`config.mk`:
```
export PLATFORM = sky130hd
export DESIGN_NAME = axi_read_arbiter
export DESIGN_NICKNAME = d
export VERILOG_FILES = /design/src/rtl/axi_read_arbiter.sv
export SDC_FILE = /design/constraint.sdc
export NUM_CORES = 1
export LEC_CHECK = 0
export ABC_AREA = 0
export BUFFER_PORTS_ARGS = -buffer_cell sky130_fd_sc_hd__buf_2
export CELL_PAD_IN_SITES_DETAIL_PLACEMENT = 2
export CELL_PAD_IN_SITES_GLOBAL_PLACEMENT = 2
export CORE_ASPECT_RATIO = 0.8
export CORE_UTILIZATION = 10
export DETAILED_ROUTE_END_ITERATION = 10
export PLACE_DENSITY = 0.89
export SLEW_MARGIN = 20
export SYNTH_ARGS = -nofsm -noshare
export SYNTH_HDL_FRONTEND = slang
export SYNTH_SLANG_ARGS = --single-unit
```
`constraint.sdc`:
```
create_clock -name clk -period 1.46 [get_ports clk]
set_input_delay 0.365 -clock clk [delete_from_list [all_inputs] [get_ports clk]]
set_output_delay 0.365 -clock clk [all_outputs]
set_load 0.01 [all_outputs]
```
`src/rtl/axi_read_arbiter.sv`:
```
// Two-master AXI read arbiter: round-robin AR grant with a single transaction in
// flight; R beats are steered back to the granted master until the RLAST handshake.
module axi_read_arbiter #(
   parameter int ID_W   = 4,
   parameter int ADDR_W = 32,
   parameter int DATA_W = 32,
   parameter int LEN_W  = 4
) (
   input  logic              clk,
   input  logic              rst,
   // master 0 AR channel
   input  logic [ID_W-1:0]   ARID_M0,
   input  logic [ADDR_W-1:0] ARADDR_M0,
   input  logic [LEN_W-1:0]  ARLEN_M0,
   input  logic [2:0]        ARSIZE_M0,
   input  logic [1:0]        ARBURST_M0,
   input  logic              ARVALID_M0,
   output logic              ARREADY_M0,
   // master 0 R channel
   output logic [ID_W-1:0]   RID_M0,
   output logic [DATA_W-1:0] RDATA_M0,
   output logic [1:0]        RRESP_M0,
   output logic              RLAST_M0,
   output logic              RVALID_M0,
   input  logic              RREADY_M0,
   // master 1 AR channel
   input  logic [ID_W-1:0]   ARID_M1,
   input  logic [ADDR_W-1:0] ARADDR_M1,
   input  logic [LEN_W-1:0]  ARLEN_M1,
   input  logic [2:0]        ARSIZE_M1,
   input  logic [1:0]        ARBURST_M1,
   input  logic              ARVALID_M1,
   output logic              ARREADY_M1,
   // master 1 R channel
   output logic [ID_W-1:0]   RID_M1,
   output logic [DATA_W-1:0] RDATA_M1,
   output logic [1:0]        RRESP_M1,
   output logic              RLAST_M1,
   output logic              RVALID_M1,
   input  logic              RREADY_M1,
   // slave AR channel
   output logic [ID_W+3:0]   ARID_S,
   output logic [ADDR_W-1:0] ARADDR_S,
   output logic [LEN_W-1:0]  ARLEN_S,
   output logic [2:0]        ARSIZE_S,
   output logic [1:0]        ARBURST_S,
   output logic              ARVALID_S,
   input  logic              ARREADY_S,
   // slave R channel
   input  logic [ID_W+3:0]   RID_S,
   input  logic [DATA_W-1:0] RDATA_S,
   input  logic [1:0]        RRESP_S,
   input  logic              RLAST_S,
   input  logic              RVALID_S,
   output logic              RREADY_S
);

   typedef enum logic [1:0] {
      IDLE = 2'd0,
      ADDR = 2'd1,
      DATA = 2'd2
   } state_t;

   state_t state_q, state_d;
   logic   gnt_q, gnt_d;     // 0 = M0 granted, 1 = M1 granted
   logic   last_q, last_d;   // master granted most recently
   logic   pick;
   logic   rready_g;
   logic   ar_fire;
   logic   r_last_fire;

   // Routing follows the registered grant, so the slave's tag bits are not needed.
   logic   unused_rid_tag;
   assign unused_rid_tag = ^RID_S[ID_W+3:ID_W];

   // Round-robin choice: a lone requester wins, a tie goes to the master not served last.
   always_comb begin
      if (ARVALID_M0 && ARVALID_M1) pick = ~last_q;
      else                          pick = ARVALID_M1;
   end

   assign rready_g    = gnt_q ? RREADY_M1 : RREADY_M0;
   assign ar_fire     = (state_q == ADDR) && ARREADY_S;
   assign r_last_fire = (state_q == DATA) && RVALID_S && rready_g && RLAST_S;

   always_ff @(posedge clk or posedge rst) begin
      if (rst) begin
         state_q <= IDLE;
         gnt_q   <= 1'b0;
         last_q  <= 1'b1;
      end else begin
         state_q <= state_d;
         gnt_q   <= gnt_d;
         last_q  <= last_d;
      end
   end

   always_comb begin
      state_d = state_q;
      gnt_d   = gnt_q;
      last_d  = last_q;
      case (state_q)
         IDLE: begin
            if (ARVALID_M0 || ARVALID_M1) begin
               gnt_d   = pick;
               last_d  = pick;
               state_d = ADDR;
            end
         end
         ADDR: begin
            if (ar_fire) state_d = DATA;
         end
         DATA: begin
            if (r_last_fire) state_d = IDLE;
         end
         default: state_d = IDLE;
      endcase
   end

   always_comb begin
      ARID_S     = '0;
      ARADDR_S   = '0;
      ARLEN_S    = '0;
      ARSIZE_S   = '0;
      ARBURST_S  = '0;
      ARVALID_S  = 1'b0;
      ARREADY_M0 = 1'b0;
      ARREADY_M1 = 1'b0;
      RID_M0     = '0;
      RDATA_M0   = '0;
      RRESP_M0   = '0;
      RLAST_M0   = 1'b0;
      RVALID_M0  = 1'b0;
      RID_M1     = '0;
      RDATA_M1   = '0;
      RRESP_M1   = '0;
      RLAST_M1   = 1'b0;
      RVALID_M1  = 1'b0;
      RREADY_S   = 1'b0;
      case (state_q)
         ADDR: begin
            ARVALID_S = 1'b1;
            if (gnt_q) begin
               ARID_S     = {4'b0010, ARID_M1};
               ARADDR_S   = ARADDR_M1;
               ARLEN_S    = ARLEN_M1;
               ARSIZE_S   = ARSIZE_M1;
               ARBURST_S  = ARBURST_M1;
               ARREADY_M1 = ARREADY_S;
            end else begin
               ARID_S     = {4'b0001, ARID_M0};
               ARADDR_S   = ARADDR_M0;
               ARLEN_S    = ARLEN_M0;
               ARSIZE_S   = ARSIZE_M0;
               ARBURST_S  = ARBURST_M0;
               ARREADY_M0 = ARREADY_S;
            end
         end
         DATA: begin
            RREADY_S = rready_g;
            if (gnt_q) begin
               RID_M1    = RID_S[ID_W-1:0];
               RDATA_M1  = RDATA_S;
               RRESP_M1  = RRESP_S;
               RLAST_M1  = RLAST_S;
               RVALID_M1 = RVALID_S;
            end else begin
               RID_M0    = RID_S[ID_W-1:0];
               RDATA_M0  = RDATA_S;
               RRESP_M0  = RRESP_S;
               RLAST_M0  = RLAST_S;
               RVALID_M0 = RVALID_S;
            end
         end
         default: ;
      endcase
   end

endmodule

```
# After elaboration in Yosys (flattened, before gate mapping)

Cells that the tools add are included.

Input bits: 141
Word-level logic and storage cells: 60
Flip-flop bits (word level): 4
Output and inout bits: 133

Bitwise gates (word level): 1
Muxes and demuxes: 42
Reductions and logical operators: 9
Equality and inequality tests: 5

Operator list:

| operator                                            | number |
|---|---|
| 2-to-1 mux 32 bit                                   | 6 |
| 2-to-1 mux 4 bit                                    | 6 |
| 2-to-1 mux 2 bit                                    | 9 |
| 2-to-1 mux 1 bit                                    | 16 |
| 2-to-1 mux 6 bit                                    | 2 |
| 2-to-1 mux 3 bit                                    | 2 |
| inequality test 2 bit, second input constant        | 3 |
| one-hot mux 2 bit (3 select lines)                  | 1 |
| logical AND 1 bit                                   | 5 |
| AND reduction 3 bit                                 | 1 |
| equality test 2 x 1 -> 1 bit, second input constant | 1 |
| equality test 2 bit, second input constant          | 1 |
| zero test 2 bit                                     | 1 |
| AND reduction 2 bit                                 | 1 |
| logical OR 1 bit                                    | 1 |
| inverter 1 bit                                      | 1 |

# Longest topological paths before layout

Gate-level depths: netlist of the first run.

Depth in word-level cells: 6
Depth in mapped cells: 5
Gate-level depth less buffers: 4

# Worst setup path before layout of the first run

Ideal clock, no wire load.

Kind: flip-flop to output port
Start: register state_q[1]
End: output ARADDR_S[17]
Setup slack: 0.027 ns
Stages on the path, launching flop included: 5
Data required time: 1.095 ns
Buffers on the path: 2
Arrival: 1.068 ns
Path through: dfrtp_1 nand2b_1 buf_6 buf_4 nor2_1

Cells in the longest elaborated chain, start to end: 2

RTL lines:

| item                         | RTL line | text |
|---|---|---|
| start: declaration           | 64       | `state_t state_q, state_d;` |
| start signal: assignment     | 92       | `state_q <= state_d;` |
| equality test 2 x 1 -> 1 bit | 140      | `case (state_q)` |
| 2-to-1 mux 32 bit            | 140      |  |
| end: declaration             | 43       | `output logic [ADDR_W-1:0] ARADDR_S,` |

Every way passes these cells.

# Final worst setup path of the first run

Start: register gnt_q
End: output ARADDR_S[7]

Cells in the longest elaborated chain, start to end: 2

RTL lines:

| item                     | RTL line | text |
|---|---|---|
| start: declaration       | 65       | `logic gnt_q, gnt_d;` |
| start signal: assignment | 93       | `gnt_q <= gnt_d;` |
| 2-to-1 mux 32 bit        | 143      | `if (gnt_q) begin` |
| 2-to-1 mux 32 bit        | 140      |  |

Every way passes these cells.

==> results of run 1 <==
path summary, 6_finish.rpt:
| kind | from | end | depth (start not counted) |
|---|---|---|---|
| setup reg to reg | state_q[0] | gnt_q | 6 |
| hold reg to reg | last_q | last_q | 1 |
| setup / recovery | gnt_q | ARADDR_S[7] | 5 |
| min in group clk | ARVALID_M0 | last_q | 2 |
| max in group asynchronous | rst | last_q | 2 |
| hold / removal | rst | state_q[0] | 2 |
cell type report:
type,count,area (um2),share of cell area
multi-input combinational,194,1360,0.367
tap,189,236,0.0639
timing repair buffer,301,1920,0.517
inverter,3,11.3,0.00304
clock buffer,4,78.8,0.0213
sequential,4,104,0.0280
state kept, by name, indices dropped and copies added, names as in the netlist:
name     flops
gnt_q        1
last_q       1
state_q      2
per-layer routing:
layer | vias up | share of wire
met5 | - | 0
met4 | 0 | 0.0023
met3 | 4 | 0.047
met2 | 86 | 0.56
met1 | 1276 | 0.39
li1 | 1266 | -
worst max-delay path, stage by stage (launching register included):
cell and delay (ps):
dfrtp_2 440, buf_12 170, buf_12 150, mux2i_2 230
nor2_2 60, buf_2 140
what timing repair did:
item / CTS / global route
endpoints found under the hold margin: 0 / 0
setup endpoints to repair: 131 / 132
resized for setup: 10 / 61
pin swaps: 0 / 21
buffers inserted: 2 / 4
gates cloned: 0 / 7
stage by stage:
stage          utilization  worst slack (ps)  power [uW]  cells
6_report             0.247              -336        5610    695
5_1_grt              0.247              -389        6010    695
3_3_place_gp         0.210             -60.6        4150    678
4_1_cts              0.219              -334        4870    684
2_1_floorplan            -              27.5        2610    222
3_5_place_dp         0.210              -112        4270    678
logic make-up (layout without fill, tap and decap cells):
kind of cell           count (synthesis)  in the layout  synth area share
flip-flops                             4              4            0.0659
other                                  1              2           0.00244
buffers and inverters                 24            308             0.124
AO/OA/AOI/OAI                          5              5            0.0219
multiplexers                          46             46             0.299
AND/OR/NAND/NOR                      141            141             0.486
cells in the final DEF (no fill, tap or decap), types with 2 or more instances in the layout:
cell type / n
mux2i_1: 43
and2_1: 58
conb_1: 2
nand2_1: 3
buf_6: 27
dfrtp_2: 2
nand2b_4: 2
nor2_1: 49
buf_8: 4
buf_4: 17
and2_4: 22
buf_12: 5
buf_2: 244
nor2_4: 2
clkbuf_16: 6
mux2i_2: 2
inv_2: 2
nor2_2: 3
where the power goes:
group | internal [uW] | leakage (uW) | switching (uW) | total (uW)
Clock | 361 | 0.0000382 | 86.4 | 448
Combinational | 2500 | 0.00215 | 2410 | 4910
Sequential | 182 | 0.0000446 | 73.5 | 256
==> impl_metrics.ini, run 1 <==
[place]
place_congestion = 0.747
port_buffers = 267
hpwl_um = 8400
postPlaceCellArea_mm2 = 0.00316

[timing]
setup_violations = 131
clock_skew_ps = 5.09
timing.fmax_mhz = 557
setup_ws_ps = -336
tns_ps = -36100
final-hold-violation-count = 0
hold_slack_ps = 13.6
maxSlewViolCount = 0
post-route-period-util = 1.23
period_needed_ps = 1800
rsz0062_at_grt = yes

[clocking]
holdBufCountCts = 0
clkTransAtPathRegs_ps = 30
insertion_delay_ps = 230
cts_tree = done
clockBufferDepth = 2
htree_levels = 1
clock-root-buffer = clkbuf_16
cts_inserted_buffers = 3
clock-sinks = 4

[global_routing]
grt.overflow.total = 0
use_met1 = 0.125
grt_pass1_vias = 2629
grt_max_degree = 46
grt_pass1_wl_um = 14300
grt.met2_usage = 0.234
busiest_layer = met2
grt_antenna_before_repair = 0
globalRouteMet3Util = 0.0186
grt_use_total = 0.114

[final_layout]
area_growth_pct = 141
n_antenna_cell = 0
final_area_mm2 = 0.00370
drive_gt1_frac = 0.676
fillers = 1829
final_nets = 648

[routing]
vias = 2632
drtIter0Drc = 41
via_per_inst = 3.79
detailedRoute.firstPassIterationCount = 4
drt-total-wl_um = 11100
drc = 0
wire_per_inst_um = 16.0
drtAntennaViolNets = 0

[synthesis]
seq_area_frac_synth = 0.0659
synth_cell_types = 23
ys_seq_elements = 4
ys.flop_type = dfrtp_1
netlist_top_cells_count = 80 x and2_1, 52 x nor2_1, 46 x mux2i_1
synth_edf_count = 0
async_reset_ff_frac = 1.00
synth_area_mm2 = 0.00154
yosys.area.top_type = and2_1
synth_warnings = 0
yosysMostFrequentCell = and2_1
avgSynthCellArea_um2 = 6.96
synth.top_cell.area_share = 0.325
syn_inst = 221
netlist_top_cells_area = and2_1 33%, mux2i_1 30%, nor2_1 13%, dfrtp_1 4.9%, buf_2 3.3%

[run]
max_cap_viol_count = 0

[power]
p_per_area_mw_per_mm2 = 1520
leakage_uw = 0.00223
vdd_drop_max_uv = 1000

[die]
fp.dieH_um = 113
dieArea_mm2 = 0.0159
fp.coreArea_mm2 = 0.0150
pin_count = 274
num_rows = 40
die_x_um = 141
initial_core_util = 0.103

[run_status]
outcome = finished with violations
violations = negative setup slack

[critical_path]
worst_ep_required_time_ps = 1100
reg2reg_slack_ps = 120
critPathKind = reg -> out
cp_max_fo = 12
cp.arrival_ps = 1430
cp-end-kind = output port
cp-start-kind = flop

[worst_hold_path]
hp-class = in -> async
Note: power is estimated with default switching activity, not from simulation.
==> run 2, diff against run 1 <==
--- a/config.mk
+++ b/config.mk
@@ -9,2 +9,3 @@
 export BUFFER_PORTS_ARGS = -buffer_cell sky130_fd_sc_hd__buf_2
+export CAP_MARGIN = 0
 export CELL_PAD_IN_SITES_DETAIL_PLACEMENT = 2
==> constraint.sdc (replaced) <==
create_clock -name clk -period 1.46 [get_ports clk]
set_input_delay 0.146 -clock clk [delete_from_list [all_inputs] [get_ports clk]]
set_output_delay 0.146 -clock clk [all_outputs]
set_load 0.01 [all_outputs]
==> run 2 against run 1 <==
Non-clock buffer count is 3 lower. Hold slack gained 150 ps. First-iteration DRC count up 59%. Largest power group unchanged. Routed wire length is 0.13% higher. Clock skew grew 0.78 ps. Die area unchanged. Final cell count down 0.43%. Sequential power shrank 2%. The run still ends with negative setup slack left.
==> impl_metrics.ini, run 2 (synthesis results as in run 1) <==
[power]
power_frac_seq = 0.043
combPwrFrac = 0.879
leakage_uw = 0.00223
vdd_drop_max_uv = 952
p_per_area_mw_per_mm2 = 1530
internal-power_uw = 3170
p_sw_uw = 2690
p_sw_frac = 0.459
clock_power_share = 0.078

[routing]
wire_per_inst_um = 16.1
detailedRoute.firstPassIterationCount = 4
drtIter0Drc = 65
via_per_inst = 3.80
vias = 2629
drt-total-wl_um = 11100
drc = 0
drtAntennaViolNets = 0

[final_layout]
fillers = 1838
drive_gt1_frac = 0.714
final_area_mm2 = 0.00382
final_nets = 645
layout_commonest_cell = buf_2
largest_register = state_q
area_growth_pct = 148
final_cells = 692
largest_register_ffs = 2
n_antenna_cell = 0
reg_top3 = state_q x2, gnt_q x1, last_q x1
most-common-layout-cells = 243 x buf_2, 57 x and2_1, 38 x mux2i_1
ff_latch_area_um2 = 104
multiInputGateArea_mm2 = 0.00143

[die]
pin_count = 274
fp.coreArea_mm2 = 0.0150
num_rows = 40
fp.dieH_um = 113
initial_core_util = 0.103
die_x_um = 141
dieArea_mm2 = 0.0159

[timing]
maxSlewViolCount = 0
setup_ws_ps = -167
clock_skew_ps = 5.87
period_needed_ps = 1630
setup_violations = 129
timing.fmax_mhz = 615
final-hold-violation-count = 0
rsz0062_at_grt = yes
post-route-period-util = 1.11

[clocking]
cts_tree = done
clkTransAtPathRegs_ps = 40
clockBufferDepth = 2
htree_levels = 1
insertion_delay_ps = 230
cts_inserted_buffers = 3
clock-root-buffer = clkbuf_16
clock-sinks = 4

[run_status]
outcome = finished with violations
violations = negative setup slack

[global_routing]
grt_max_degree = 46
grt.overflow.total = 0
grt_use_total = 0.114
grt_pass1_wl_um = 14400
grt_pass1_vias = 2743
grt_antenna_before_repair = 0

[critical_path]
cp-start-kind = flop
cp_max_fo = 5
reg2reg_slack_ps = 290
worst_ep_required_time_ps = 1310
cp.arrival_ps = 1480
cp-end-kind = output port
critPathKind = reg -> out

[place]
place_congestion = 0.751
hpwl_um = 8110
port_buffers = 267
placedCellCount = 670
pre_cts_ws_ps = 78.6
postPlaceCellArea_mm2 = 0.00310

[worst_hold_path]
hp-class = in -> reg

[run]
max_cap_viol_count = 0
-- run 2: cell types whose count changed in the layout (fill, tap and decap cells not counted), moves of 2 or more --
cell | previous run | this run
buf_4 | 17 | 11
buf_16 | 1 | 3
nor2_1 | 49 | 34
mux2i_1 | 43 | 38
nor2_2 | 3 | 18
buf_8 | 4 | 0
buf_6 | 27 | 30
mux2i_2 | 2 | 5
mux2i_4 | 1 | 3
-- run 2: power by group through the flow --
stage          clock (uW)  sequential, uW  combinational, uW
6_report              456             251               5140
5_1_grt               467             258               5510
4_1_cts               461             248               4220
3_5_place_dp            0             246               3840
3_3_place_gp            0             240               3750
2_1_floorplan           0             219               2390
-- run 2: critical path, cell delays in order (launching register included) --
cell	delay, ps
dfrtp_1	370
nand2b_4	160
nor2_4	170
buf_12	160
clkbuf_16	150
and2_4	140
buf_6	100
-- run 2: cell type report --
class	instances	area share
timing repair buffer	298	0.511
multi-input combinational	194	0.376
tap	189	0.0620
sequential	4	0.0272
clock buffer	4	0.0207
inverter	3	0.00361
-- run 2: per-layer routing --
metal | track usage | vias to the layer above | part of all wire
li1 | - | 1264 | -
met1 | 0.125 | 1260 | 0.39
met2 | 0.233 | 95 | 0.55
met3 | 0.0186 | 10 | 0.047
met4 | 0.00870 | 0 | 0.0078
met5 | 0 | - | 0
-- run 2: worst paths after layout --
| kind | start | end | depth (start not counted) |
|---|---|---|---|
| worst max-delay path | state_q[0] | RDATA_M1[2] | 6 |
| worst min-delay path | ARREADY_S | state_q[0] | 2 |
| worst max register to register | state_q[0] | last_q | 4 |
| worst min register to register | state_q[1] | state_q[0] | 1 |
| max in group asynchronous | rst | last_q | 3 |
| min in group asynchronous | rst | state_q[0] | 3 |
-- run 2: metrics by stage --
step | hold slack, ps | setup TNS, ps | total power (uW) | utilization
final | 167 | -8890 | 5850 | 0.254
after global routing | 176 | -16440 | 6240 | 0.254
after CTS | 136 | -7970 | 4930 | 0.224
after detailed placement | 48.7 | 0 | 4090 | 0.206
after global placement | 38.1 | 0 | 3990 | 0.206
after floorplan | -88.6 | 0 | 2610 | -
-- run 2: timing repair --
action	in CTS	in global routing
hold buffers	1	0
hold endpoints to repair	3	0
gates cloned	2	7
buffers inserted	6	2
setup endpoints to repair	127	128
gates resized for setup	16	78
pin swaps	0	22
